[config.mk]
export PLATFORM = sky130hd
export DESIGN_NAME = sr_command_gen
export DESIGN_NICKNAME = d
export VERILOG_FILES = /design/src/rtl/sr_cmd_pkg.sv /design/src/rtl/sr_debounce.sv /design/src/rtl/sr_command_gen.sv
export SDC_FILE = /design/constraint.sdc
export NUM_CORES = 1
export LEC_CHECK = 0
export CORE_ASPECT_RATIO = 2
export CORE_MARGIN = 2
export CORE_UTILIZATION = 55
export DETAILED_ROUTE_END_ITERATION = 8
export PLACE_DENSITY_LB_ADDON = 0.25
export SYNTH_ARGS = -nofsm -noshare
export SYNTH_HDL_FRONTEND = slang
export SYNTH_SLANG_ARGS = --single-unit
[constraint.sdc]
create_clock -name clk -period 2.5 [get_ports clk]
set_clock_uncertainty 0.1 [all_clocks]
set_input_delay 0.25 -clock clk [delete_from_list [all_inputs] [get_ports clk]]
set_output_delay 0.25 -clock clk [all_outputs]
set_load 0.02 [all_outputs]
[src/rtl/sr_cmd_pkg.sv]
// Shared definitions for the SR command generator.
//   state_t  : FSM state encoding (IDLE, SET pulse, RST pulse, GUARD)
//   DB_CNT_W : debounce counter width
//   PW_CNT_W : pulse/guard down-counter width
package sr_cmd_pkg;

  localparam int DB_CNT_W = 8;
  localparam int PW_CNT_W = 4;

  typedef enum logic [1:0] {
    ST_IDLE  = 2'd0,
    ST_SET   = 2'd1,
    ST_RST   = 2'd2,
    ST_GUARD = 2'd3
  } state_t;

endpackage

[src/rtl/sr_debounce.sv]
// Per-button input conditioning: two-flop synchroniser, debounce counter,
// and press-edge detector.
//   clk   : system clock
//   rst_n : asynchronous active-low reset
//   btn   : raw asynchronous, bouncy button
//   req   : one-cycle pulse on a debounced press (release is ignored)
module sr_debounce
  import sr_cmd_pkg::*;
#(
  parameter int unsigned DB_CYCLES = 4
) (
  input  logic clk,
  input  logic rst_n,
  input  logic btn,
  output logic req
);

  localparam logic [DB_CNT_W-1:0] DB_LAST = DB_CNT_W'(DB_CYCLES - 1);

  logic                sync1;
  logic                sync2;
  logic                level;
  logic                level_q;
  logic [DB_CNT_W-1:0] cnt;

  always_ff @(posedge clk or negedge rst_n) begin
    if (!rst_n) begin
      sync1   <= 1'b0;
      sync2   <= 1'b0;
      level   <= 1'b0;
      level_q <= 1'b0;
      cnt     <= '0;
    end else begin
      sync1   <= btn;
      sync2   <= sync1;
      level_q <= level;
      // Any sample that agrees with the current level restarts the count,
      // so only an unbroken run of DB_CYCLES differing samples toggles it.
      if (sync2 == level) begin
        cnt <= '0;
      end else if (cnt == DB_LAST) begin
        level <= sync2;
        cnt   <= '0;
      end else begin
        cnt <= cnt + 1'b1;
      end
    end
  end

  assign req = level & ~level_q;

endmodule

[src/rtl/sr_command_gen.sv]
// Command generator for the falling-edge SR flip-flop. Debounces the two
// push-buttons and turns press edges into fixed-width, mutually exclusive
// S/R pulses followed by a guard gap.
//   clk, rst_n          : system clock, asynchronous active-low reset
//   set_btn, reset_btn  : raw buttons
//   S, R                : registered pulses to the flip-flop
//   busy                : FSM not idle
//   q_model             : expected flip-flop state
//   conflict, dropped   : sticky error flags (simultaneous press / press while busy)
//
// state    | meaning
// ST_IDLE  | waiting for a press edge
// ST_SET   | S held high for PULSE_W cycles
// ST_RST   | R held high for PULSE_W cycles
// ST_GUARD | S=R=0 forced for GUARD_W cycles
module sr_command_gen
  import sr_cmd_pkg::*;
#(
  parameter int unsigned DB_CYCLES = 4,
  parameter int unsigned PULSE_W   = 1,
  parameter int unsigned GUARD_W   = 2
) (
  input  logic clk,
  input  logic rst_n,
  input  logic set_btn,
  input  logic reset_btn,
  output logic S,
  output logic R,
  output logic busy,
  output logic q_model,
  output logic conflict,
  output logic dropped
);

  localparam logic [PW_CNT_W-1:0] PW_LOAD = PW_CNT_W'(PULSE_W - 1);
  localparam logic [PW_CNT_W-1:0] GD_LOAD = PW_CNT_W'((GUARD_W == 0) ? 0 : GUARD_W - 1);

  logic                set_req;
  logic                rst_req;
  state_t              state;
  state_t              state_nxt;
  logic [PW_CNT_W-1:0] cnt;
  logic [PW_CNT_W-1:0] cnt_nxt;
  logic                q_nxt;
  logic                conflict_nxt;
  logic                dropped_nxt;

  sr_debounce #(.DB_CYCLES(DB_CYCLES)) u_db_set (
    .clk   (clk),
    .rst_n (rst_n),
    .btn   (set_btn),
    .req   (set_req)
  );

  sr_debounce #(.DB_CYCLES(DB_CYCLES)) u_db_rst (
    .clk   (clk),
    .rst_n (rst_n),
    .btn   (reset_btn),
    .req   (rst_req)
  );

  always_comb begin
    state_nxt    = state;
    cnt_nxt      = cnt;
    q_nxt        = q_model;
    conflict_nxt = conflict;
    dropped_nxt  = dropped;

    // No queueing: anything arriving outside IDLE is lost and flagged.
    if ((state != ST_IDLE) && (set_req || rst_req)) begin
      dropped_nxt = 1'b1;
    end

    case (state)
      ST_IDLE: begin
        if (set_req && rst_req) begin
          conflict_nxt = 1'b1;
        end else if (set_req) begin
          state_nxt = ST_SET;
          cnt_nxt   = PW_LOAD;
          q_nxt     = 1'b1;
        end else if (rst_req) begin
          state_nxt = ST_RST;
          cnt_nxt   = PW_LOAD;
          q_nxt     = 1'b0;
        end
      end
      ST_SET, ST_RST: begin
        if (cnt == '0) begin
          if (GUARD_W == 0) begin
            state_nxt = ST_IDLE;
          end else begin
            state_nxt = ST_GUARD;
            cnt_nxt   = GD_LOAD;
          end
        end else begin
          cnt_nxt = cnt - 1'b1;
        end
      end
      ST_GUARD: begin
        if (cnt == '0) begin
          state_nxt = ST_IDLE;
        end else begin
          cnt_nxt = cnt - 1'b1;
        end
      end
    endcase
  end

  // Outputs are flopped from the next state so they change only on the
  // rising edge and are settled at the flip-flop's falling-edge sample.
  always_ff @(posedge clk or negedge rst_n) begin
    if (!rst_n) begin
      state    <= ST_IDLE;
      cnt      <= '0;
      q_model  <= 1'b0;
      conflict <= 1'b0;
      dropped  <= 1'b0;
      S        <= 1'b0;
      R        <= 1'b0;
      busy     <= 1'b0;
    end else begin
      state    <= state_nxt;
      cnt      <= cnt_nxt;
      q_model  <= q_nxt;
      conflict <= conflict_nxt;
      dropped  <= dropped_nxt;
      S        <= (state_nxt == ST_SET);
      R        <= (state_nxt == ST_RST);
      busy     <= (state_nxt != ST_IDLE);
    end
  end

endmodule
==> impl_metrics.toml <==
[status]
outcome = "complete, no violations"

[flow_run]
max-cap-violations = 0

[clocking]
insertion_delay_of_the_later_clocked_pin_in_the_worst_skew_pair_ns = 0.28
tritoncts_clock_tree = "done"
cts_buffers = 5
cts_resized = 0
path_clk_slew_ns = 0.07
max-clock-path-buffers = 2
total_number_of_clock_tree_sinks = 36
htree_num_levels = 2
cts-root-buf = "sky130_fd_sc_hd__clkbuf_8"
post_cts_buffers = 0
cts_hold_bufs = 0

[layout]
area_occupied_by_multi_input_gates_um2 = 737
layout.area.seq_um2 = 901
nNetsFinal = 180
flow.area_growth_from_synthesis_pct = 12.8
diodes = 0
ratio_of_cells_with_drive_above_1_in_the_final_layout_pct = 8.93
fill_cells = 241

[global_routing]
largest_net_degree_at_the_start_of_global_routing = 37
via_count_of_the_first_global_routing_pass = 1221
grt_antenna_before_repair = 0
gr-usage-all-layers_pct = 19.8
grt_pass1_wl_mm = 5.15
grt_overflow = 0

[logic_synthesis]
number_of_distinct_standard_cells_referenced_by_the_synthesized_netlist = 32
yosys.cell_count.top_type = "sky130_fd_sc_hd__dfrtp_1"
dominantRegCellSynth = "sky130_fd_sc_hd__dfrtp_1"
yosys_warnings = 0
synth-edff-count = 0
avgSynthCellArea_um2 = 11.0
post_synth_inst_count = 151
synth.cells.most_frequent = "36 x sky130_fd_sc_hd__dfrtp_1, 19 x sky130_fd_sc_hd__nor2_1, 12 x sky130_fd_sc_hd__nand2_1"
syn_nets = 163
synth_seq_area_share_pct = 54.1
yosysTopAreaCellShare_pct = 54.1
synth_top_area_cell = "sky130_fd_sc_hd__dfrtp_1"
synth_area_leaders = "sky130_fd_sc_hd__dfrtp_1 54%, sky130_fd_sc_hd__ha_1 6.0%, sky130_fd_sc_hd__nor2_1 4.3%, sky130_fd_sc_hd__xor2_1 3.7%, sky130_fd_sc_hd__xnor2_1 3.2%"
proportion_of_register_bits_with_asynchronous_set_or_reset_after_synthesis_pct = 100
ys_seq_elements = 36
syn-cell-area_um2 = 1660

[timing]
layout_min_cycle_time_ns = 1.87
unrepaired_setup_endpoints_after_global_routing = "false"
finalSetupTns_ns = 0
drv_slew = 0
final_number_of_hold_violating_endpoints = 0
max-slew-margin-rel_pct = 71.0
fmax_mhz = 536
tightestPinTransition_ns = 0.435
finalCritPeriodShare_pct = 74.6
setup_viol_count_final = 0

[route]
ant_nets = 0
detail_route.wirelength_mm = 2.77
drt_first_iter_violations = 16
dr_total_vias = 1129
wire_per_inst_um = 14.0
drt-vias-per-instance = 5.70
detailedRoute.firstPassIterationCount = 3
drc_violations = 0

[floorplanning]
ports = 10
die_h_um = 81.8
core_um2 = 2910
row_count = 28
floorplan.initialDensity_pct = 57.2
die_w_um = 42.9
fp.dieArea_um2 = 3510

[power_and_ir_drop]
switching_share_pct = 37.8
total_switching_power_mw = 0.800
power_report.internal_total_mw = 1.32
power_total_mw = 2.12
power.density_cell_area_nw_per_um2 = 1130
vdd.ir_drop.worst_v = 0.000580
clkPwrFrac_pct = 17.4
power_leakage_nw = 0.852
combinationalPowerShare_pct = 43.0
power_frac_seq_pct = 39.7

[setup_path]
worst-r2r-setup-slack_ns = 0.63
critPathMaxStageDelay_ns = 0.43
worst_path_max_delay_cell = "sky130_fd_sc_hd__dfrtp_1"
worstSetupStartpoint = "u_db_set.level"
critPathMaxFanout = 5
crit_required_ns = 2.56
rr_startpoint = "u_db_set.level"
worstRegToRegCells = 7
critPathArrivalTime_ns = 1.93
critical_path.reg2reg.endpoint = "R"
critical_path.cell_chain = "nand2b_1, inv_1, ha_1, and4bb_4, nor3_2, a21o_1, nor3b_2"
endpoint_kind_of_the_worst_setup_timing_path = "flop"
startpoint_type = "flop"
crit_end = "R"
worst-setup-path-type = "reg2reg"

[worst_hold_path]
hold_path_depth = 0
worst_hold_path_type = "reg2reg"

[place]
hpwlAfterDp_mm = 2.16
port-buffer-count = 9
place_congestion = 0.778
==> layer usage <==
layer,wire (um),track usage [%],up-vias
met2,1650,38.0,10
met1,1010,19.1,567
met5,0,0,-
li1,-,-,547
met3,51,3.96,5
met4,61,9.69,0
==> stage by stage <==
stage	util [%]	std cells	area [um2]	worst slack [ns]	hold WS [ns]
after detailed placement	61.9	191	1800	0.628	0.247
after global routing	64.5	198	1880	0.528	0.273
after CTS	64.5	198	1880	0.611	0.265
final	64.5	198	1880	0.634	0.259
after floorplan	-	151	1660	0.786	-0.146
after global placement	61.9	191	1800	0.681	0.234
==> critical path, delay by kind of cell (launching register included) <==
family | cells | cell delay [ns]
buf+inv | 1 | 0.07
fa+ha+maj | 1 | 0.25
flops | 1 | 0.43
compound gates | 1 | 0.17
simple gates | 4 | 0.73
==> power by group through the flow <==
stage	Combinational, mW	Sequential (mW)	Clock (mW)
4_1_cts	0.929	0.839	0.383
6_report	0.909	0.839	0.367
2_1_floorplan	0.647	0.863	0
3_5_place_dp	0.923	0.850	0
5_1_grt	1.02	0.861	0.411
3_3_place_gp	0.888	0.842	0
==> cells by family (layout without fill, tap and decap cells) <==
logic type,count (synthesis),count (layout),share of synthesized area (%)
compound gates,20,20,7.44
xor+xnor,13,13,6.84
fa+ha+maj,8,8,6.02
buf+inv,7,24,1.58
flops,36,36,54.1
mux,2,2,1.35
simple gates,65,65,22.6
==> sequential cells by signal (all words and copies together) (netlist names), 2 cells and up <==
| register | flops |
|---|---|
| cnt | 4 |
| u_db_rst.cnt | 8 |
| u_db_set.cnt | 8 |
| state | 2 |
==> worst min path at each step <==
stage,start,end,slack [ns]
after detailed placement,u_db_set.sync1,u_db_set.sync2,0.25
final,u_db_rst.sync1,u_db_rst.sync2,0.26
after floorplan,rst_n,R,-0.15
after global placement,u_db_rst.sync1,u_db_rst.sync2,0.23
after CTS,u_db_rst.sync1,u_db_rst.sync2,0.26
after global routing,u_db_rst.sync1,u_db_rst.sync2,0.27
==> layout make-up <==
class	count	area share, %
clock buffers	6	3.87
flip-flops and latches	36	48.0
repair buffers	10	5.20
clock inverters	1	0.267
multi-input cells	108	39.3
well taps	30	2.00
inverters	7	1.40
==> cell usage in the layout, fill, tap and decap left out, types with 2 or more instances in the layout <==
master                            instances
sky130_fd_sc_hd__o21ai_0                  7
sky130_fd_sc_hd__inv_1                    7
sky130_fd_sc_hd__xnor2_1                  6
sky130_fd_sc_hd__o21bai_1                 2
sky130_fd_sc_hd__ha_1                     8
sky130_fd_sc_hd__a21oi_1                  4
sky130_fd_sc_hd__dfrtp_1                 36
sky130_fd_sc_hd__xor2_1                   7
sky130_fd_sc_hd__nand2_1                 12
sky130_fd_sc_hd__mux2_1                   2
sky130_fd_sc_hd__clkbuf_8                 5
sky130_fd_sc_hd__nand3_1                  6
sky130_fd_sc_hd__a21o_1                   2
sky130_fd_sc_hd__nor3_2                   2
sky130_fd_sc_hd__and3_1                   3
sky130_fd_sc_hd__nor3b_2                  2
sky130_fd_sc_hd__nor3_1                   7
sky130_fd_sc_hd__clkdlybuf4s50_1          9
sky130_fd_sc_hd__nand2b_1                 4
sky130_fd_sc_hd__nor2_1                  19
sky130_fd_sc_hd__nor4b_1                  2
No activity file was read; power rests on OpenSTA's default activity.
==> RTL edit: new RTL, same flow settings <==
The output `R` loses its register stage (`R` becomes a continuous assignment). Comments in the files are not updated.
--- a/src/rtl/sr_command_gen.sv
+++ b/src/rtl/sr_command_gen.sv
@@ -117,7 +117,6 @@
       conflict <= 1'b0;
       dropped  <= 1'b0;
       S        <= 1'b0;
-      R        <= 1'b0;
       busy     <= 1'b0;
     end else begin
       state    <= state_nxt;
@@ -126,9 +125,10 @@
       conflict <= conflict_nxt;
       dropped  <= dropped_nxt;
       S        <= (state_nxt == ST_SET);
-      R        <= (state_nxt == ST_RST);
       busy     <= (state_nxt != ST_IDLE);
     end
   end
 
+  assign R = (state_nxt == ST_RST);
+
 endmodule
Check against the original RTL: not equivalent (a bounded check fails within 10 cycles, from zero or initial values and one cycle with rst_n low).
==> RTL edit against the unedited design <==
Total power rose by 4.8%. Critical path depth unchanged. Final area grew 1.0%. Sequential cell count is 1 lower. Wire length grew 6.9%. Synthesized area shrank 1.5%. Worst setup slack lost 460 ps. First-iteration DRC count is 75% higher.
==> RTL edit: results <==
export IMPL_slowest_delay_ps=380
export IMPL_grt_use_total_pct=21.0
export IMPL_fin_util_pct=65.2
export IMPL_r2r_end="cnt[1]"
export IMPL_netlist_top_cells_count="dfrtp_1 (35), nor2_1 (19), nand2_1 (12)"
export IMPL_synth_compound_area_share_pct=7.56
export IMPL_drive_gt1_share_pct=12.6
export IMPL_synth_adder_area_share_pct=6.11
export IMPL_synth_top_cells_by_area="dfrtp_1 (53%), ha_1 (6.1%), nor2_1 (4.4%), xor2_1 (3.7%), xnor2_1 (3.2%)"
export IMPL_muxShareOfSynthArea_pct=1.37
export IMPL_grt_pass1_vias=1209
export IMPL_drt_iter0_drc=28
export IMPL_cp_arrival_ps=1980
export IMPL_synth_seq_area_share_pct=53.4
export IMPL_layout_nets=185
export IMPL_dpl_hpwl_um=2190
export IMPL_dpl_cell_area_um2=1820
export IMPL_synth_xor_area_share_pct=6.95
export IMPL_layout_cells_non_filler=204
export IMPL_wire_per_inst_um=14.5
export IMPL_min_period_ps=2330
export IMPL_drt_first_pass_iters=4
export IMPL_synth_fp_nets=162
export IMPL_status="finished clean"
export IMPL_grt_pass1_wl_um=5370
export IMPL_tightestPinTransition_ps=436
export IMPL_cp_endpoint="R"
export IMPL_cellLeakagePower_uw=0.000871
export IMPL_via_per_inst=5.59
export IMPL_peakVddDrop_v=0.000778
export IMPL_gp_congestion=0.852
export IMPL_worst_r2r_cell_count=6
export IMPL_num_fill_cells=245
export IMPL_startpoint="cnt[0]"
export IMPL_r2r_start="u_db_set.level_q"
export IMPL_grt_max_degree=36
export IMPL_syn_inst=150
export IMPL_place_ws_ps=83.3
export IMPL_fin_hold_ws_ps=251
[RTL edit: power by group]
| group | switching, uW | internal, uW |
|---|---|---|
| logic | 559 | 463 |
| registers | 101 | 706 |
| clock network | 192 | 195 |
| total | 853 | 1360 |
[RTL edit: final cells by class]
cell class              instances  share of cell area, %
repair buffers                 16                   7.26
clock inverters                 1                  0.264
flip-flops and latches         35                   46.2
multi-input cells             108                   38.9
clock buffers                   7                   4.03
inverters                       7                   1.39
well taps                      30                   1.98
[RTL edit: routing by layer]
metal / vias up / part of all wire (%) / GRT usage, % / routed length [um]
met5: - / 0 / 0 / 0
met4: 0 / 2.6 / 10.3 / 77
met3: 7 / 2.2 / 4.67 / 64
met2: 15 / 56 / 37.4 / 1660
met1: 560 / 39 / 23.2 / 1160
li1: 559 / - / - / -
[RTL edit: what timing repair did]
item	CTS	global route
hold buffers	0	0
endpoints found under the hold margin	0	0
resized for setup	1	2
endpoints found under the setup margin	1	1
